--- config.mk ---
export PLATFORM = sky130hd
export DESIGN_NAME = fifo_ser_tx
export DESIGN_NICKNAME = d
export VERILOG_FILES = /design/src/rtl/fifo_ser_pkg.sv /design/src/rtl/ser_bit_timer.sv /design/src/rtl/fifo_ser_tx.sv
export SDC_FILE = /design/constraint.sdc
export NUM_CORES = 1
export LEC_CHECK = 0
export BUFFER_PORTS_ARGS = -buffer_cell sky130_fd_sc_hd__buf_2
export CAP_MARGIN = 20
export CORE_UTILIZATION = 40
export DETAILED_ROUTE_END_ITERATION = 10
export HOLD_SLACK_MARGIN = 0.1
export PLACE_DENSITY = 0.7
export SYNTH_ARGS = -nofsm -noshare
export SYNTH_HDL_FRONTEND = slang
export SYNTH_HIERARCHICAL = 1
export SYNTH_SLANG_ARGS = --single-unit
--- constraint.sdc ---
create_clock -name clk -period 4.5 [get_ports clk]
set_input_delay 0.9 -clock clk [delete_from_list [all_inputs] [get_ports clk]]
set_output_delay 0.9 -clock clk [all_outputs]
set_load 0.1 [all_outputs]
--- src/rtl/fifo_ser_pkg.sv ---
// Shared types and frame constants for the FIFO serial drain stage.
// Optional parity frame bit is selected by FIFO_SER_TX_PARITY_EN.
package fifo_ser_pkg;

  typedef enum logic [2:0] {
    IDLE   = 3'd0,
    LOAD   = 3'd1,
    START  = 3'd2,
    DATA   = 3'd3,
    PARITY = 3'd4,
    STOP   = 3'd5
  } state_t;

  localparam int WORD_W = 16;

`ifdef FIFO_SER_TX_PARITY_EN
  localparam int FRAME_BITS = 3 + WORD_W;
`else
  localparam int FRAME_BITS = 2 + WORD_W;
`endif

endpackage

--- src/rtl/ser_bit_timer.sv ---
// Bit-period divider: counts 0..CLKS_PER_BIT-1 and flags the last count.
module ser_bit_timer #(
  parameter int CLKS_PER_BIT = 16,
  parameter int DIV_W        = 8
) (
  input  logic clk,
  input  logic reset,
  input  logic clr,
  output logic tick
);

  logic [DIV_W-1:0] cnt;

  assign tick = (cnt == DIV_W'(CLKS_PER_BIT - 1));

  always_ff @(posedge clk) begin
    if (reset || clr) begin
      cnt <= '0;
    end else if (tick) begin
      cnt <= '0;
    end else begin
      cnt <= cnt + 1'b1;
    end
  end

endmodule

--- src/rtl/fifo_ser_tx.sv ---
// Pops words from a flagless FIFO (tracking a shadow occupancy) and sends them LSB-first
// as start/data/stop frames on tx. Define FIFO_SER_TX_PARITY_EN for an even-parity bit.
module fifo_ser_tx
  import fifo_ser_pkg::*;
#(
  parameter int DATA_W       = 16,
  parameter int DEPTH        = 8,
  parameter int CNT_W        = 4,
  parameter int CLKS_PER_BIT = 16,
  parameter int DIV_W        = 8
) (
  input  logic              clk,
  input  logic              reset,
  input  logic              put_mon,
  input  logic              tx_en,
  input  logic [DATA_W-1:0] data_in,
  output logic              get,
  output logic              tx,
  output logic              busy,
  output logic [CNT_W-1:0]  occ
);

  localparam int IDX_W = (DATA_W > 1) ? $clog2(DATA_W) : 1;

  state_t            state;
  logic [DATA_W-1:0] shreg;
  logic [IDX_W-1:0]  bit_idx;
  logic [CNT_W-1:0]  occ_nxt;
  logic              tick;
  logic              tmr_clr;
`ifdef FIFO_SER_TX_PARITY_EN
  logic              par_bit;
`endif

  // LOAD always precedes START, so clearing here aligns the first tick with the START bit.
  assign tmr_clr = (state == LOAD);

  ser_bit_timer #(
    .CLKS_PER_BIT (CLKS_PER_BIT),
    .DIV_W        (DIV_W)
  ) u_timer (
    .clk   (clk),
    .reset (reset),
    .clr   (tmr_clr),
    .tick  (tick)
  );

  // A put at full occupancy is dropped by the FIFO, so the count saturates at DEPTH.
  always_comb begin
    occ_nxt = occ;
    case ({put_mon, get})
      2'b10:   if (occ < CNT_W'(DEPTH)) occ_nxt = occ + 1'b1;
      2'b01:   occ_nxt = occ - 1'b1;
      default: occ_nxt = occ;
    endcase
  end

  always_ff @(posedge clk) begin
    if (reset) begin
      occ <= '0;
    end else begin
      occ <= occ_nxt;
    end
  end

  always_ff @(posedge clk) begin
    if (state == LOAD) begin
      shreg <= data_in;
`ifdef FIFO_SER_TX_PARITY_EN
      par_bit <= ^data_in;
`endif
    end else if (state == DATA && tick) begin
      shreg <= shreg >> 1;
    end
  end

  always_ff @(posedge clk) begin
    if (reset) begin
      state   <= IDLE;
      tx      <= 1'b1;
      get     <= 1'b0;
      busy    <= 1'b0;
      bit_idx <= '0;
    end else begin
      get <= 1'b0;
      case (state)
        IDLE: begin
          tx <= 1'b1;
          if (tx_en && occ != '0) begin
            state <= LOAD;
            get   <= 1'b1;
            busy  <= 1'b1;
          end
        end
        LOAD: begin
          state   <= START;
          tx      <= 1'b0;
          bit_idx <= '0;
        end
        START: begin
          if (tick) begin
            state <= DATA;
            tx    <= shreg[0];
          end
        end
        DATA: begin
          if (tick) begin
            if (bit_idx == IDX_W'(DATA_W - 1)) begin
`ifdef FIFO_SER_TX_PARITY_EN
              state <= PARITY;
              tx    <= par_bit;
`else
              state <= STOP;
              tx    <= 1'b1;
`endif
            end else begin
              bit_idx <= bit_idx + 1'b1;
              tx      <= shreg[1];
            end
          end
        end
`ifdef FIFO_SER_TX_PARITY_EN
        PARITY: begin
          if (tick) begin
            state <= STOP;
            tx    <= 1'b1;
          end
        end
`endif
        STOP: begin
          // Decision uses this cycle's updated occupancy so a same-cycle put chains a frame.
          if (tick) begin
            if (tx_en && occ_nxt != '0) begin
              state <= LOAD;
              get   <= 1'b1;
            end else begin
              state <= IDLE;
              busy  <= 1'b0;
            end
          end
        end
        default: begin
          state <= IDLE;
          tx    <= 1'b1;
          busy  <= 1'b0;
        end
      endcase
    end
  end

endmodule

After elaboration in Yosys (flattened, before gate mapping). Index checks and enable logic that the tools add are counted.

ROM bits: 0. Input port bits: 20. Memories kept: 0. RAM bits: 0. Bits in registers: 38. Latch bits: 0. Logic and storage cells: 71. Output and inout bits: 7.

Equal/unequal tests: 15. $mul: 0. Div/mod/pow operators: 0. Shift operators: 0. Magnitude comparators: 1. Reduce and logical (&&, ||, !) cells: 15. Bitwise gates (word level): 2. Add/sub/neg operators: 4. Multiplexer cells: 26.

Operator list (number): 16-bit two-way mux (2); 4-bit one-hot mux with 2 select lines (2); 3-bit two-way mux (5); 3-bit one-hot mux with 5 select lines (1); 4-bit two-way mux (3); 2-bit inequality test, second input constant (6); 1-bit two-way mux (10); 4-bit by 1-bit adder with 4-bit output, second input constant (2); 8-bit by 1-bit adder with 8-bit output, second input constant (1); 8-bit by 4-bit equality test with 1-bit output, second input constant (1); 4-bit nonzero test (2); 3-bit by 2-bit equality test with 1-bit output, second input constant (2); 3-bit AND reduction (2); 5-bit AND reduction (1); 4-bit equality test, second input constant (1); 4-bit less-than comparator, second input constant (1); 1-bit one-hot mux with 4 select lines (1); 4-bit AND reduction (1); 2-bit nonzero test (2); 4-bit by 1-bit subtractor with 4-bit output, second input constant (1); 3-bit by 1-bit equality test with 1-bit output, second input constant (1); 3-bit equality test, second input constant (1); 1-bit logical AND (3); 3-bit logical NOT (1); other kinds (9) (10).

Depth between registers and ports, before layout. Gate-level depths: netlist of run 1.

Depth in word-level cells: 8. Mapped depth: 8. Depth with buffers taken out: 7.

Modules after synthesis. The synthesis of run 1 kept the hierarchy.

By module, submodules not included: fifo_ser_tx (seq. area each 760.7 µm², cells each 140, area each 1609.0 µm², times used 1); ser_bit_timer (seq. area each 160.2 µm², cells each 38, area each 342.8 µm², times used 1).

Worst setup path before layout of run 1. No wires, ideal clock.

Path kind: register to register. From: register get. To: register get. Arrival: 2.541 ns. Data required time: 4.373 ns. Setup time: 0.127 ns. Stages on the path, launching flop included: 8. Path buffers: 1. Setup slack: 1.832 ns. Clock period less this slack: 2.668 ns. Path through: dfxtp_1 > ha_1 > buf_4 > a21o_1 > a211oi_1 > o311ai_1 > o311ai_0 > a21oi_1.

Longest elaborated chain between the ends: 7. Elaborated cells on any way between the ends: 8. Classes of those cells: eq/ne: 2; mux: 4; reduce/logical: 2.

RTL lines: from (decl) (RTL line fifo_ser_tx.sv:17) `output logic get,`; from (signal assigned) (RTL line fifo_ser_tx.sv:81) `get <= 1'b0;`; from (signal assigned) (RTL line fifo_ser_tx.sv:85) `get <= 1'b0;`; from (signal assigned) (RTL line fifo_ser_tx.sv:91) `get <= 1'b1;`; 2-bit by 1-bit equality test with 1-bit output / 2-bit equality test (equally long branches) (RTL line fifo_ser_tx.sv:51) `case ({put_mon, get})`; 4-bit one-hot mux with 2 select lines * (RTL line fifo_ser_tx.sv:51); 4-bit nonzero test * (RTL line fifo_ser_tx.sv:133) `if (tx_en && occ_nxt != '0) begin`; 1-bit logical AND * (RTL line fifo_ser_tx.sv:133); 1-bit two-way mux * (RTL line fifo_ser_tx.sv:133); 1-bit two-way mux * (RTL line fifo_ser_tx.sv:132) `if (tick) begin`; 1-bit one-hot mux with 2 select lines * (RTL line fifo_ser_tx.sv:86) `case (state)`.

Every way passes the cells marked *; elsewhere a longest branch is shown, timed or not. A chain may end at the register's enable or synchronous reset.

Worst setup path in the final report of run 1.
From: input port put_mon. To: register state[0].

Longest elaborated chain between the ends: 7. Elaborated cells on any way between the ends: 8. Classes of those cells: eq/ne: 2; mux: 4; reduce/logical: 2.

RTL lines: from (decl) (RTL line fifo_ser_tx.sv:14) `input logic put_mon,`; 2-bit by 1-bit equality test with 1-bit output / 2-bit equality test (equally long branches) (RTL line fifo_ser_tx.sv:51); 4-bit one-hot mux with 2 select lines * (RTL line fifo_ser_tx.sv:51); 4-bit nonzero test * (RTL line fifo_ser_tx.sv:133); 1-bit logical AND * (RTL line fifo_ser_tx.sv:133); 1-bit two-way mux * (RTL line fifo_ser_tx.sv:133); 3-bit two-way mux * (RTL line fifo_ser_tx.sv:132); 3-bit one-hot mux with 5 select lines * (RTL line fifo_ser_tx.sv:86); to (signal assigned) (RTL line fifo_ser_tx.sv:90) `state <= LOAD;`; to (signal assigned) (RTL line fifo_ser_tx.sv:134) `state <= LOAD;`; to (signal assigned) (RTL line fifo_ser_tx.sv:137) `state <= IDLE;`; to (decl) (RTL line fifo_ser_tx.sv:25) `state_t state;`.

Every way passes the cells marked *; elsewhere a longest branch is shown, timed or not. The select of a mux whose other input is x is not followed.

==> flow_metrics.env, run 1 <==
export IMPL_crit_start="put_mon"
export IMPL_row_count=25
export IMPL_ys_async_sr_fraction=0
export IMPL_synth_area_top_cells="edfxtp_1 (25%), dfxtp_1 (23%), mux2_2 (9.2%)"
export IMPL_cts_htree_levels=2
export IMPL_synth_most_common_cell="dfxtp_1"
export IMPL_synthAdderAreaFrac=0.03846
export IMPL_drt_wirelength_per_cell_um=12.38
export IMPL_clk_path_buf_depth=2
export IMPL_chipHeight_um=71.86
export IMPL_syn_area_um2=1952
export IMPL_p_seq_frac=0.546
export IMPL_ir_worst_vdd_v=0.0002083
export IMPL_rsz0062_at_grt="false"
export IMPL_dp_hpwl_um=2360
export IMPL_start_util=0.4132
export IMPL_clkTransAtPathRegs_ns=0.07
export IMPL_postSynthNetCount=204
export IMPL_core_area_um2=4723
export IMPL_required_ns=4.65
export IMPL_finalHoldViolCount=0
export IMPL_cts_setup_buffers=0
export IMPL_cts_resized=0
export IMPL_postCtsHoldBufs=0
export IMPL_power_density_nw_per_um2=326.0
export IMPL_grt_use_total=0.1467
export IMPL_synthDistinctLibCells=52
export IMPL_cp_slowest_cell="ha_1"
export IMPL_synth_edf_count=16
export IMPL_cp_max_fo=11
export IMPL_synth_cells=178
export IMPL_area_growth_pct=11.67
export IMPL_cp_slowest_stage_delay_ns=0.41
export IMPL_path_class="input pin to flop"
export IMPL_setup_tns_final_ns=0
export IMPL_crit_chain="buf_2 -> inv_1 -> ha_1 -> a21o_1 -> a211oi_1 -> o311ai_1 -> o31ai_2 -> a221oi_1"
export IMPL_power_switching_mw=0.1896
export IMPL_drive_gt1_frac=0.3107
export IMPL_drc=0
export IMPL_gp_congestion=0.7575
export IMPL_worst_r2r_cell_count=6
export IMPL_wl_met3_um=150
export IMPL_clk_insertion_delay_late_ns=0.29
export IMPL_synth_mux_area_frac=0.09744
export IMPL_setup_viol_count_final=0
export IMPL_synth_compound_area_frac=0.1282
export IMPL_synthXorXnorAreaFrac=0.01346
export IMPL_grt_pass1_vias=1280
export IMPL_synth_common_cells="dfxtp_1 (22), edfxtp_1 (16), mux2_2 (16), inv_1 (11), nor2_1 (10)"
export IMPL_overflow=0
export IMPL_pwr_share_clk=0.317
export IMPL_reg2reg_from="u_timer/cnt[5]"
export IMPL_hold_class="flop to flop"
export IMPL_grt_max_degree=21
export IMPL_p_leak_nw=0.8151
export IMPL_synth_warnings=6
export IMPL_drt_iter0_drc=85
export IMPL_timing_final_crit_share=0.5403
export IMPL_synth_top_cell_by_area="edfxtp_1"
export IMPL_wl_met2_um=1541
export IMPL_cts_root_buf="clkbuf_8"
export IMPL_via_per_inst=5.158
export IMPL_crit_path_end_kind="flop"
export IMPL_io_buffer_count=26
export IMPL_p_int_mw=0.5209
export IMPL_cts_buffers=5
export IMPL_min_period_ns=2.431
export IMPL_r2r_slack_ns=2.10
export IMPL_synthDominantCellAreaShare=0.2462
export IMPL_die_area_um2=5163
export IMPL_cap_violations=0
export IMPL_drt_pass1_iter_count=4
export IMPL_switching_share=0.2669
export IMPL_power_share_combinational=0.138
export IMPL_ios=27
export IMPL_clock_sinks=38
export IMPL_grt_antenna_before_repair=0
export IMPL_outcome="finished clean"
export IMPL_relSlewSlack=0.3785
export IMPL_ys_seq_area_frac=0.4718
export IMPL_crit_end="state[0]"
export IMPL_highest_layer="met4"
export IMPL_worstMarginPinSlew_ns=0.9312
export IMPL_yosys_area_share_simple=0.1891
export IMPL_avgSynthCellArea_um2=10.97
export IMPL_wl_um=3381
export IMPL_slew_viol_final=0
export IMPL_synth_top_family_by_area="simple AND/OR/NAND/NOR gates"
export IMPL_grt_pass1_wl_um=5871
export IMPL_rr_endpoint="bit_idx[2]"
export IMPL_synth_flop_cell="dfxtp_1"
export IMPL_wl_met1_um=1671
export IMPL_cts_tree="built"
export IMPL_synth_seq_cells=38
export IMPL_cp_data_arrival_time_ns=2.58
export IMPL_die_w_um=71.86
export IMPL_hp_start="u_timer/cnt[0]"
export IMPL_nNetsFinal=231
export IMPL_skew_ns=0.003332
export IMPL_diodes=0
export IMPL_crit_path_start_kind="input pin"
export IMPL_postLayoutCoreUtil=0.4615
export IMPL_ant_nets=0
export IMPL_via_count=1408
export IMPL_clock_fmax_ghz=0.4113
state kept, by name, summed over array words and instances, names as in the netlist:
register / cells
occ: 4
bit_idx: 4
get: 1
tx: 1
busy: 1
shreg: 16
state: 3
u_timer/cnt: 8
logic make-up (layout without fill, tap and decap cells):
family,Yosys count,count (layout)
and+or+nand+nor,61,61
DFF,38,38
adders and majority gates,6,6
xor gates and xnor gates,3,3
AOI/OAI and AO/OA,35,35
buffers and inverters,18,46
muxes,17,17
metrics by stage:
step           area (um^2)  hold WS (ns)  std cells  total power [mW]  setup slack [ns]
6_report              2180        0.4499        273            0.7105             2.069
5_1_grt               2180        0.4779        273            0.7438             1.825
4_1_cts               2180        0.4521        273            0.7206             2.089
3_5_place_dp          2095        0.4417        265            0.4936             1.782
3_3_place_gp          2095        0.4336        265            0.4919             1.820
2_1_floorplan         1952        0.4175        178            0.4732             1.832
per-layer routing:
layer  vias to the layer above  global-route usage
met1                       657              0.1950
li1                        716                   -
met2                        33              0.2296
met3                         2             0.04079
met4                         0             0.05229
met5                         -                   0
worst max-delay path, delay by kind of cell:
| family | cells | cell delay (ns) |
|---|---|---|
| compound gates | 5 | 1.14 |
| fa+ha+maj | 1 | 0.41 |
| buf+inv | 2 | 0.13 |
power by group through the flow:
stage | sequential [mW] | clock (mW) | combinational [mW]
5_1_grt | 0.390 | 0.245 | 0.109
3_3_place_gp | 0.395 | 0 | 0.0969
3_5_place_dp | 0.395 | 0 | 0.0983
6_report | 0.388 | 0.225 | 0.0978
2_1_floorplan | 0.411 | 0 | 0.0617
4_1_cts | 0.388 | 0.234 | 0.0989
layout by cell type, fill, tap and decap left out, types with 2 or more instances in the layout:
master / synthesis / layout
a211oi_1: 3 / 3
nor3_1: 5 / 5
o22ai_1: 2 / 2
a31o_2: 2 / 2
buf_2: 1 / 26
or3_1: 5 / 5
o311ai_0: 2 / 2
a31oi_1: 4 / 4
xnor2_1: 2 / 2
a21oi_1: 8 / 8
nor4bb_1: 2 / 2
edfxtp_1: 16 / 16
mux2_2: 16 / 16
and3_1: 2 / 2
a221oi_1: 2 / 2
nand3_1: 8 / 8
and2_1: 3 / 3
ha_1: 6 / 6
nor2_1: 10 / 10
a21boi_0: 2 / 2
inv_1: 11 / 11
dfxtp_1: 22 / 22
o21ai_0: 4 / 4
nand4_1: 2 / 2
clkbuf_8: 4 / 5
nand2_1: 7 / 7
nand2b_1: 2 / 2
cell type report:
type | instances | area [um^2]
tap | 67 | 83.83
clock buffer | 5 | 68.82
inverter | 11 | 41.29
sequential | 38 | 920.9
timing repair buffer | 27 | 137.6
fill | 454 | 2544
clock inverter | 3 | 16.27
multi-input combinational | 122 | 910.9
worst min path at each step:
| stage | slack (ns) | endpoint | cells after the start |
|---|---|---|---|
| after floorplan | 0.42 | u_timer/cnt[0] | 1 |
| after global placement | 0.43 | u_timer/cnt[0] | 1 |
| after detailed placement | 0.44 | u_timer/cnt[0] | 1 |
| after CTS | 0.45 | u_timer/cnt[0] | 1 |
| after global routing | 0.48 | u_timer/cnt[0] | 1 |
| final | 0.45 | u_timer/cnt[0] | 1 |
(Power assumes the default switching activity.)
==> inputs of run 2 (changes only) <==
--- a/config.mk
+++ b/config.mk
@@ -10,7 +10,7 @@
 export CORE_UTILIZATION = 40
 export DETAILED_ROUTE_END_ITERATION = 10
 export HOLD_SLACK_MARGIN = 0.1
-export PLACE_DENSITY = 0.7
+export PLACE_DENSITY = 0.72
 export SYNTH_ARGS = -nofsm -noshare
 export SYNTH_HDL_FRONTEND = slang
 export SYNTH_HIERARCHICAL = 1
==> constraint.sdc (replaced) <==
create_clock -name clk -period 2.22 [get_ports clk]
set_input_delay 0.444 -clock clk [delete_from_list [all_inputs] [get_ports clk]]
set_output_delay 0.444 -clock clk [all_outputs]
set_load 0.1 [all_outputs]
==> run 2 against run 1 <==
  * Utilization grew 1.6 points
  * Die area is the same
  * Setup slack lost 1.9 ns
  * Non-clock buffer count grew 4
  * Global-route usage shrank 0.60 points
  * Clock power grew to 2.5 times the previous value
  * Register-to-register slack lost 1.9 ns
  * Wire length grew 3.9%
  * Via count grew 1.8%
  * Clock skew grew 0.0021 ns
  * Worst hold slack lost 0.014 ns
  * Critical path type is now flop to flop
  * Largest power group unchanged
  * Highest routed layer unchanged
==> flow_metrics.env, run 2 (synthesized netlist as in run 1, its figures left out) <==
export IMPL_outcome="finished clean"
export IMPL_grt_max_degree=20
export IMPL_grt_pass1_wl_um=5740
export IMPL_overflow=0
export IMPL_worst_r2r_cell_count=6
export IMPL_relSlewSlack=0.6780
export IMPL_via_per_inst=5.177
export IMPL_crit_path_end_kind="flop"
export IMPL_rsz0062_at_grt="false"
export IMPL_postLayoutCoreUtil=0.4776
export IMPL_reg2reg_from="get"
export IMPL_grt_antenna_before_repair=0
export IMPL_ant_nets=0
export IMPL_clock_sinks=38
export IMPL_crit_chain="ha_1 -> a21o_1 -> a211oi_1 -> o311ai_1 -> o311ai_0 -> a21oi_1"
export IMPL_gp_congestion=0.8321
export IMPL_cap_violations=0
export IMPL_cts_setup_buffers=0
export IMPL_clk_path_buf_depth=2
export IMPL_min_period_ns=2.045
export IMPL_p_seq_frac=0.504
export IMPL_skew_ns=0.005388
export IMPL_holdWs_ns=0.4357
export IMPL_mostFrequentLayoutCells="buf_2 (26), dfxtp_1 (19), mux2_2 (16), edfxtp_1 (16), inv_1 (11)"
export IMPL_clkTransAtPathRegs_ns=0.07
export IMPL_drt_iter0_drc=103
export IMPL_power_switching_mw=0.3801
export IMPL_ios=27
export IMPL_switching_share=0.2434
export IMPL_cts_htree_levels=2
export IMPL_cp_max_fo=8
export IMPL_power_mw=1.561
export IMPL_dp_hpwl_um=2432
export IMPL_grt_pass1_vias=1254
export IMPL_io_buffer_count=26
export IMPL_layout_commonest_cell="buf_2"
export IMPL_drt_wirelength_per_cell_um=12.68
export IMPL_clock_fmax_ghz=0.4889
export IMPL_cts_tree="built"
export IMPL_cp_num_buf_inv=0
export IMPL_cp_data_arrival_time_ns=2.21
export IMPL_core_area_um2=4723
export IMPL_drt_pass1_iter_count=4
export IMPL_hp_start="data_in[15]"
export IMPL_reg_top3="shreg x16, u_timer/cnt x8"
export IMPL_top_register="shreg"
export IMPL_start_util=0.4132
export IMPL_row_count=25
export IMPL_area_growth_pct=15.58
export IMPL_largest_register_ffs=16
export IMPL_finalHoldViolCount=0
export IMPL_worstMarginPinSlew_ns=0.4863
export IMPL_postCtsHoldBufs=0
export IMPL_slew_viol_final=0
export IMPL_via_count=1434
export IMPL_required_ns=2.38
export IMPL_wl_um=3513
export IMPL_clk_insertion_delay_late_ns=0.28
export IMPL_r2r_slack_ns=0.17
export IMPL_nNetsFinal=235
export IMPL_grt_use_total=0.1406
export IMPL_cp_slowest_stage_delay_ns=0.36
export IMPL_power_density_nw_per_um2=692.2
export IMPL_p_leak_nw=0.8498
export IMPL_crit_path_start_kind="flop"
export IMPL_rr_endpoint="get"
export IMPL_setup_tns_final_ns=0
export IMPL_pwr_share_clk=0.362
export IMPL_drc=0
export IMPL_power_share_combinational=0.134
export IMPL_timing_final_crit_share=0.9214
export IMPL_cp_slowest_cell="ha_1"
export IMPL_chipHeight_um=71.86
export IMPL_hold_class="input pin to flop"
export IMPL_die_w_um=71.86
export IMPL_cts_root_buf="clkbuf_8"
export IMPL_holdPathStages=2
export IMPL_die_area_um2=5163
export IMPL_setup_viol_count_final=0
export IMPL_diodes=0
export IMPL_path_class="flop to flop"
export IMPL_ir_worst_vdd_v=0.0005353
export IMPL_min_to="shreg[15]"
export IMPL_drive_gt1_frac=0.3429
export IMPL_cts_buffers=5
export IMPL_crit_family="compound AO/OA/AOI/OAI gates"
export IMPL_p_int_mw=1.181
[run 2: metrics by stage]
step / area, um^2 / instances / worst slack, ns
CTS: 2253 / 277 / 0.1229
global placement: 2147 / 269 / 0.03894
floorplan: 1962 / 178 / -0.02787
detailed placement: 2147 / 269 / -0.03526
finish: 2256 / 277 / 0.1745
global route: 2256 / 277 / 0.004016
[run 2: repair_timing]
item,4_1_cts,5_1_grt
hold endpoints to repair,0,0
resized for setup,0,1
setup endpoints to repair,0,1
[run 2: how the worst max path moves through the flow]
stage	slack, ns	depth (start not counted)	end	startpoint
after global routing	0.004	7	get	occ[0]
after global placement	0.04	8	get	put_mon
final	0.17	6	get	get
after floorplan	-0.03	7	get	occ[0]
after detailed placement	-0.04	8	get	put_mon
after CTS	0.12	6	bit_idx[2]	u_timer/cnt[5]
[run 2: routing by layer]
metal  global-route usage  part of all wire  vias to the layer above
li1                     -                 -                      726
met1               0.1980              0.50                      678
met2               0.2107              0.46                       28
met3              0.04501             0.041                        2
met4              0.03268            0.0034                        0
met5                    0                 0                        -
[run 2: power groups by stage]
stage               registers, mW  clock network (mW)  logic [mW]
global route                0.790               0.609       0.225
detailed placement          0.802                   0       0.208
finish                      0.787               0.566       0.209
CTS                         0.786               0.584       0.210
floorplan                   0.834                   0       0.126
global placement            0.801                   0       0.206
[run 2: final cells by class]
class                      instances  area (um^2)
fill                             442         2467
timing repair buffer              31        180.2
multi-input combinational        122        917.1
sequential                        38        927.1
clock buffer                       6        72.57
inverter                          11        41.29
tap                               67        83.83
clock inverter                     2        33.78
